===== config.mk =====
export PLATFORM = sky130hd
export DESIGN_NAME = mac_patch_feeder
export DESIGN_NICKNAME = d
export VERILOG_FILES = /design/src/rtl/mac_patch_feeder.sv
export SDC_FILE = /design/constraint.sdc
export NUM_CORES = 1
export LEC_CHECK = 0
export CAP_MARGIN = 10
export CORE_ASPECT_RATIO = 1.1
export CORE_MARGIN = 2
export CORE_UTILIZATION = 40
export DETAILED_ROUTE_END_ITERATION = 12
export SLEW_MARGIN = 30
export SYNTH_ARGS = -nofsm -noshare
export SYNTH_HDL_FRONTEND = slang
export SYNTH_SLANG_ARGS = --single-unit

===== constraint.sdc =====
create_clock -name clk -period 6.5 [get_ports clk]
set_input_delay 1.95 -clock clk [delete_from_list [all_inputs] [get_ports clk]]
set_output_delay 1.95 -clock clk [all_outputs]
set_load 0.005 [all_outputs]

===== src/rtl/mac_patch_feeder.sv =====
// rtl/mac_patch_feeder.sv - 4x4 stride-2 patch builder and 3x3 weight holder feeding a MAC bank
//
// Loads nine conv weights, then accepts a raster pixel stream. Three line buffers
// (rows r-1, r-2, r-3) and a 4x4 shift window build each patch. One patch is
// emitted per valid window position, with a one-cycle o_acc_valid pulse.
//
// Ports
//   clk          clock, rising edge
//   rst          synchronous reset, active-high
//   i_start      begin weight load + frame (IDLE only)
//   i_wgt_valid  weight byte strobe (LOAD_W only)
//   i_wgt        weight byte, w0..w8 row-major
//   i_pix_valid  pixel strobe
//   i_pix        pixel byte, raster order
//   o_pix_ready  pixel accepted when i_pix_valid & o_pix_ready
//   o_din        patch, byte k = window(row k/4, col k%4)
//   o_weight     byte j = weight j
//   o_acc_valid  one-cycle pulse, o_din holds a new window
//   o_busy       high in any state but IDLE
//   o_done       one-cycle pulse after the last pixel of the frame
module mac_patch_feeder #(
    parameter int IMG_W = 16,
    parameter int IMG_H = 16
) (
    input  logic         clk,
    input  logic         rst,
    input  logic         i_start,
    input  logic         i_wgt_valid,
    input  logic [7:0]   i_wgt,
    input  logic         i_pix_valid,
    input  logic [7:0]   i_pix,
    output logic         o_pix_ready,
    output logic [127:0] o_din,
    output logic [71:0]  o_weight,
    output logic         o_acc_valid,
    output logic         o_busy,
    output logic         o_done
);

    localparam int CW = $clog2(IMG_W);
    localparam int RW = $clog2(IMG_H);
    localparam logic [CW-1:0] COL_LAST = CW'(IMG_W - 1);
    localparam logic [RW-1:0] ROW_LAST = RW'(IMG_H - 1);
    localparam logic [RW-1:0] ROW_FIRST_WIN = RW'(3);
    localparam logic [CW-1:0] COL_FIRST_WIN = CW'(3);

    typedef enum logic [1:0] {
        S_IDLE,
        S_LOAD_W,
        S_RUN,
        S_DONE
    } state_t;

    state_t         r_state;
    logic [3:0]     r_wgt_cnt;
    logic [CW-1:0]  r_col;
    logic [RW-1:0]  r_row;
    logic           r_pix_ready;
    logic [127:0]   r_din;
    logic [71:0]    r_weight;
    logic           r_acc_valid;
    logic           r_busy;
    logic           r_done;

    // Line buffers hold the previous three rows at each column; not reset.
    logic [7:0]     r_lb_m1 [IMG_W];
    logic [7:0]     r_lb_m2 [IMG_W];
    logic [7:0]     r_lb_m3 [IMG_W];

    // Window row 0 is the oldest row (r-3), column 3 the newest column.
    logic [7:0]     r_win [4][4];
    logic [7:0]     w_win_next [4][4];
    logic [127:0]   w_din_next;

    logic           w_accept;
    logic           w_emit;
    logic           w_last_pix;

    assign w_accept   = (r_state == S_RUN) && i_pix_valid && r_pix_ready;
    // (r-3) and (c-3) even means r and c are odd.
    assign w_emit     = (r_row >= ROW_FIRST_WIN) && (r_col >= COL_FIRST_WIN)
                        && r_row[0] && r_col[0];
    assign w_last_pix = (r_row == ROW_LAST) && (r_col == COL_LAST);

    always_comb begin
        for (int i = 0; i < 4; i++) begin
            for (int j = 0; j < 3; j++) begin
                w_win_next[i][j] = r_win[i][j+1];
            end
        end
        w_win_next[0][3] = r_lb_m3[r_col];
        w_win_next[1][3] = r_lb_m2[r_col];
        w_win_next[2][3] = r_lb_m1[r_col];
        w_win_next[3][3] = i_pix;
    end

    always_comb begin
        w_din_next = '0;
        for (int k = 0; k < 16; k++) begin
            w_din_next[8*k +: 8] = w_win_next[k/4][k%4];
        end
    end

    // Column-wise shift of the line buffers: each row moves one slot older.
    always_ff @(posedge clk) begin
        if (!rst && w_accept) begin
            r_lb_m3[r_col] <= r_lb_m2[r_col];
            r_lb_m2[r_col] <= r_lb_m1[r_col];
            r_lb_m1[r_col] <= i_pix;
        end
    end

    always_ff @(posedge clk) begin
        if (rst) begin
            r_state     <= S_IDLE;
            r_wgt_cnt   <= '0;
            r_col       <= '0;
            r_row       <= '0;
            r_pix_ready <= 1'b0;
            r_din       <= '0;
            r_weight    <= '0;
            r_acc_valid <= 1'b0;
            r_busy      <= 1'b0;
            r_done      <= 1'b0;
            for (int i = 0; i < 4; i++) begin
                for (int j = 0; j < 4; j++) begin
                    r_win[i][j] <= '0;
                end
            end
        end else begin
            r_acc_valid <= 1'b0;
            r_done      <= 1'b0;
            case (r_state)
                S_IDLE: begin
                    if (i_start) begin
                        r_state   <= S_LOAD_W;
                        r_busy    <= 1'b1;
                        r_wgt_cnt <= '0;
                    end
                end
                S_LOAD_W: begin
                    if (i_wgt_valid) begin
                        for (int j = 0; j < 9; j++) begin
                            if (r_wgt_cnt == 4'(j)) begin
                                r_weight[8*j +: 8] <= i_wgt;
                            end
                        end
                        if (r_wgt_cnt == 4'd8) begin
                            r_state     <= S_RUN;
                            r_pix_ready <= 1'b1;
                            r_col       <= '0;
                            r_row       <= '0;
                        end else begin
                            r_wgt_cnt <= r_wgt_cnt + 4'd1;
                        end
                    end
                end
                S_RUN: begin
                    if (w_accept) begin
                        r_win <= w_win_next;
                        if (w_emit) begin
                            r_din       <= w_din_next;
                            r_acc_valid <= 1'b1;
                        end
                        if (r_col == COL_LAST) begin
                            r_col <= '0;
                            r_row <= (r_row == ROW_LAST) ? '0 : r_row + RW'(1);
                        end else begin
                            r_col <= r_col + CW'(1);
                        end
                        if (w_last_pix) begin
                            r_state     <= S_DONE;
                            r_pix_ready <= 1'b0;
                            r_done      <= 1'b1;
                        end
                    end
                end
                S_DONE: begin
                    r_state <= S_IDLE;
                    r_busy  <= 1'b0;
                end
                default: begin
                    r_state <= S_IDLE;
                end
            endcase
        end
    end

    assign o_pix_ready = r_pix_ready;
    assign o_din       = r_din;
    assign o_weight    = r_weight;
    assign o_acc_valid = r_acc_valid;
    assign o_busy      = r_busy;
    assign o_done      = r_done;

endmodule


# Word-level counts from Yosys, hierarchy flattened

Memory sizes are Yosys's and may differ from the RTL's. A register that Yosys moved wholly into a read port is not among the register bits.
Index checks and enable logic that the tools add are counted.

Flip-flop bits (word level): 314
Bits in latches: 0
Memory bits (writable): 384
Bits in read-only memories: 0
Output and inout bits: 204
Memories: 3

Add/subtract/negate cells: 3
Multipliers: 0
Div/mod/pow operators: 0
Magnitude comparators: 2
Equal/unequal tests: 20
Shift-type cells: 0
Multiplexer cells: 36
Bitwise logic cells: 2
Reductions and logical operators: 31

Memories:

| memory  | depth | bits a word | read ports | clocked after Yosys merged registers in | write ports | RTL line | text |
|---|---|---|---|---|---|---|---|
| r_lb_m1 | 16    | 8           | 1          | 1                                       | 1           | 66       | `logic [7:0] r_lb_m1 [IMG_W];` |
| r_lb_m2 | 16    | 8           | 1          | 1                                       | 1           | 67       | `logic [7:0] r_lb_m2 [IMG_W];` |
| r_lb_m3 | 16    | 8           | 1          | 1                                       | 1           | 68       | `logic [7:0] r_lb_m3 [IMG_W];` |

Operators with widths:

| cell                                                | number |
|---|---|
| 2-to-1 mux 4 bit                                    | 16 |
| AND reduction 3 bit                                 | 10 |
| one-hot mux 4 bit (2 select lines)                  | 3 |
| == test 4 x 3 -> 1 bit, second input constant       | 4 |
| AND reduction 5 bit                                 | 3 |
| adder 4 x 1 -> 4 bit, second input constant         | 3 |
| == test 4 bit, second input constant                | 3 |
| != test 2 bit, second input constant                | 6 |
| 2-to-1 mux 2 bit                                    | 5 |
| 2-to-1 mux 1 bit                                    | 9 |
| == test 4 x 2 -> 1 bit, second input constant       | 2 |
| >= comparator 4 x 2 -> 1 bit, second input constant | 2 |
| one-hot mux 2 bit (4 select lines)                  | 1 |
| AND reduction 4 bit                                 | 2 |
| logical AND 1 bit                                   | 7 |
| nonzero test 2 bit                                  | 3 |
| == test 2 bit, second input constant                | 2 |
| == test 4 x 1 -> 1 bit, second input constant       | 1 |
| zero test 4 bit                                     | 1 |
| one-hot mux 1 bit (2 select lines)                  | 2 |
| AND reduction 2 bit                                 | 2 |
| OR reduction 3 bit                                  | 1 |
| == test 2 x 1 -> 1 bit, second input constant       | 1 |
| zero test 2 bit                                     | 1 |
| other kinds (3)                                     | 4 |

# Logic depth before layout (Yosys ltp)

Depth after elaboration: 7
Gate-level depth with buffers: 10
Depth with buffers taken out: 6

# Least setup slack after synthesis

No wires, ideal clock.

Path kind: in2reg
Start: in i_pix_valid
End: mem r_lb_m1[12][0], enable pin
Library setup time: 0.405 ns
Data arrival time: 3.745 ns
Setup slack: 2.350 ns
Stages: 5
Cell sequence: and3_1 buf_2 clkbuf_1 nand3_1 nor2_1

Longest elaborated chain between the ends: 5

Ends and longest elaborated chain:

| what                                   | RTL line | text |
|---|---|---|
| from (decl)                            | 30       | `input logic i_pix_valid,` |
| logical AND 1 bit (2 in a row)         | 79       | `assign w_accept = (r_state == S_RUN) && i_pix_valid && r_pix_ready;` |
| logical AND 1 bit                      | 106      | `if (!rst && w_accept) begin` |
| 2-to-1 mux 1 bit                       | 106      |  |
| 2-to-1 mux 1 bit (not written as such) | 109      | `r_lb_m1[r_col] <= i_pix;` |
| to (decl)                              | 66       |  |

Every way passes these cells.

# Worst setup path in the final report

Start: in i_pix_valid
End: reg r_row[2]

Longest elaborated chain between the ends: 4

Ends and longest elaborated chain:

| what                           | RTL line | text |
|---|---|---|
| logical AND 1 bit (2 in a row) | 79       |  |
| != test 2 bit (no line)        | n/a      |  |
| AND reduction 5 bit (no line)  | n/a      |  |
| to (signal assigned)           | 167      | `r_row <= (r_row == ROW_LAST) ? '0 : r_row + RW'(1);` |
| to (decl)                      | 57       | `logic [RW-1:0] r_row;` |

Every way passes these cells.
A chain may end at the register's enable or synchronous reset.

==> flow_summary.yaml <==
worst_hold_path:
  hp-class: "reg2reg"
pwr:
  power_frac_comb_pct: 4.0
  ir_drop_v: 0.0001501
  switching_share_pct: 21.50
  p_per_area_nw_per_um2: 281.9
  p_switching_uw: 1949
  p_leak_uw: 0.01009
  intPower_uw: 7117
  p_clk_share_pct: 43.8
  p_seq_share_pct: 52.2
clock_tree:
  htreeDepth: 3
  path_clk_slew_ns: 0.06
  cts_root_buf: "clkbuf_16"
  cts_max_path_buffers: 3
  numCtsBuffers: 72
  ctsHoldBuffers: 0
  clk_latency_ns: 0.62
  cts_tree: "done"
  clock_sinks: 702
  cts_resized: 0
  cts_setup_buffers: 0
worst_setup_path:
  cp_slowest_stage_delay_ns: 0.67
  critPathKind: "in2reg"
  crit_path_max_fanout: 76
  critPathArrivalTime_ns: 4.57
  cp_top_family: "buffers and inverters"
  end_kind: "flop"
  worstSetupStartpointType: "input port"
  path_cells: "clkdlybuf4s50_1 -> and3_2 -> buf_4 -> o22ai_1 -> or4_1 -> a21oi_1"
  critPathBufInv: 2
  slowest_stage: "buf_4"
  cp_data_required_time_ns: 7.02
routing:
  wl_mm: 67.91
  drt_iter0_drc: 1554
  drc_errors: 0
  drtPass1Iterations: 5
  ant_nets: 0
  vias: 16923
  vias_per_cell: 5.350
  drt-wirelength-per-cell_um: 21.47
logic_synthesis:
  synth-edff-count: 384
  synthCells: 2062
  synth_area_per_cell_um2: 12.92
  ys_seq_elements: 702
  synthXorXnorAreaFrac_pct: 0.03286
  synth_compound_area_share_pct: 6.878
  ys_types: 49
  async_flop_share_pct: 0
  synth_seq_area_share_pct: 67.15
  synthTopCellsByArea: "edfxtp_1, dfxtp_1, mux2i_1, nand2_1, mux4_2"
  synthTopCellsByCount: "nand2_1, edfxtp_1, dfxtp_1"
  yosysTopAreaCellShare_pct: 43.27
  synth_adder_area_share_pct: 0.6103
  ys.flop_type: "edfxtp_1"
  synth-simple-area-share_pct: 10.54
  syn_area_um2: 26650
  synth_top_family_by_area: "multiplexers"
  synth.area.mux_share_pct: 11.91
  yosysWarnings: 0
  synth.largest_area_cell: "edfxtp_1"
  synth_fp_nets: 2096
  yosysMostFrequentCell: "nand2_1"
cells_and_area:
  nets: 2282
  design_area_um2: 32160
  n_fill_cell: 5852
  syn2layout_area_growth_pct: 20.68
  diodes: 0
  drive_gt1_share_pct: 13.06
place:
  gp_congestion: 0.8005
  dpl-instance-area_um2: 29840
  hpwl_mm: 42.65
  io_buffers: 224
floorplanning:
  num_rows: 99
  start_util_pct: 40.29
  die_width_um: 250.1
  die_h_um: 274.7
  core_um2: 66150
  io-pin-count: 225
  die_area_um2: 68710
global_route:
  grt_max_degree: 106
  grt_busiest_layer: "met2"
  grt_pass1_wl_mm: 102.8
  use_met2_pct: 31.75
  grt_use_met3_pct: 3.189
  grt_use_total_pct: 19.52
  grt_pass1_vias: 16545
  met1_usage_pct: 27.21
  overflow: 0
  grt_antenna_before_repair: 0
timing:
  setup_tns_ns: 0
  worst_slew_pin_slew_ns: 0.9934
  slew_headroom_pct: 33.78
  rsz0062_at_grt: "no"
  finalMaxSlewViolations: 0
  max_freq_ghz: 0.2470
  min_period_ns: 4.049
  final_hold_viol_count: 0
  period_share_pct: 62.30
  finClkSkew_ns: 0.03122
  finalSetupViolCount: 0
status:
  outcome: "completed"
job:
  maxCapViolCount: 0
final cells by class:
class / instances / area (µm²) / share of cell area (%)
Clock buffer: 107 / 2037 / 6.333
Clock inverter: 24 / 211.5 / 0.6575
Tap cell: 858 / 1074 / 3.338
Sequential cell: 702 / 17900 / 55.67
Multi-Input combinational cell: 1194 / 8225 / 25.57
Timing Repair Buffer: 260 / 2643 / 8.216
Inverter: 18 / 67.56 / 0.2101
through the flow:
step | power [µW] | hold slack, ns | utilization, % | worst slack, ns | cells
5_1_grt | 9376 | 0.4589 | 48.62 | 2.265 | 3163
6_report | 9067 | 0.4427 | 48.62 | 2.451 | 3163
2_1_floorplan | 5046 | 0.4321 | - | 2.350 | 2062
3_3_place_gp | 5173 | 0.4383 | 44.85 | 1.928 | 3025
4_1_cts | 9148 | 0.4413 | 48.51 | 2.475 | 3161
3_5_place_dp | 5188 | 0.4476 | 45.11 | 1.841 | 3030
power groups by stage:
stage / Combinational (µW) / Sequential (µW) / Clock, µW
after floorplan: 225 / 4820 / 0
after global placement: 346 / 4830 / 0
after detailed placement: 359 / 4830 / 0
after CTS: 360 / 4730 / 4060
after global routing: 400 / 4730 / 4240
final: 365 / 4730 / 3970
placed cells by master (no fill, tap or decap), types with 19 or more instances in the layout:
| cell | Yosys | layout |
|---|---|---|
| a21oi_1 | 201 | 185 |
| clkbuf_16 | 0 | 75 |
| a22oi_1 | 33 | 33 |
| nand2_1 | 402 | 402 |
| edfxtp_1 | 384 | 384 |
| dfxtp_1 | 318 | 316 |
| clkdlybuf4s50_1 | 0 | 222 |
| nand4_1 | 19 | 19 |
| nor2_4 | 4 | 21 |
| mux4_2 | 64 | 64 |
| clkbuf_1 | 77 | 28 |
| nor2_1 | 115 | 98 |
| buf_4 | 13 | 28 |
| nand3_1 | 61 | 60 |
| mux2i_1 | 154 | 154 |
flip-flops by register name, indices dropped and copies added, names as in the netlist, 4 cells and up, named ones only:
register   flops
o_din        128
o_weight      72
r_col          4
r_lb_m1      128
r_lb_m2      128
r_lb_m3      128
r_row          4
r_wgt_cnt      4
r_win         96
worst paths after layout:
| check | startpoint | end | slack [ns] | depth (start not counted) |
|---|---|---|---|---|
| max | i_pix_valid | r_row[2]$_SDFFE_PP0P_ | 2.45 | 6 |
| min | r_win[52]$_SDFFE_PP0P_ | o_din[68]$_SDFFE_PP0P_ | 0.44 | 2 |
| max reg2reg | flop | r_lb_m3[14][6]$_DFFE_PP_ | 3.17 | 4 |
| min reg2reg | r_win[52]$_SDFFE_PP0P_ | o_din[68]$_SDFFE_PP0P_ | 0.44 | 2 |
cell families (layout without fill, tap and decap cells):
group,after synthesis,count (layout)
xor+xnor,1,1
fa+ha+maj,13,13
buf+inv,166,409
flops,702,702
compound gates,294,294
mux,235,235
simple gates,651,651
metal layers:
metal / wire, µm / part of all wire (%)
met1: 30660 / 45
met2: 32250 / 47
met3: 3926 / 5.8
met4: 1067 / 1.6
met5: 0 / 0
worst register-to-register path, cell delays in order, from the launching register on:
cell	delay, ns
dfxtp_4	0.78
buf_4	0.77
mux4_2	0.64
mux2i_1	0.45
a21oi_2	0.32
Power figures use the tool's default switching activity.
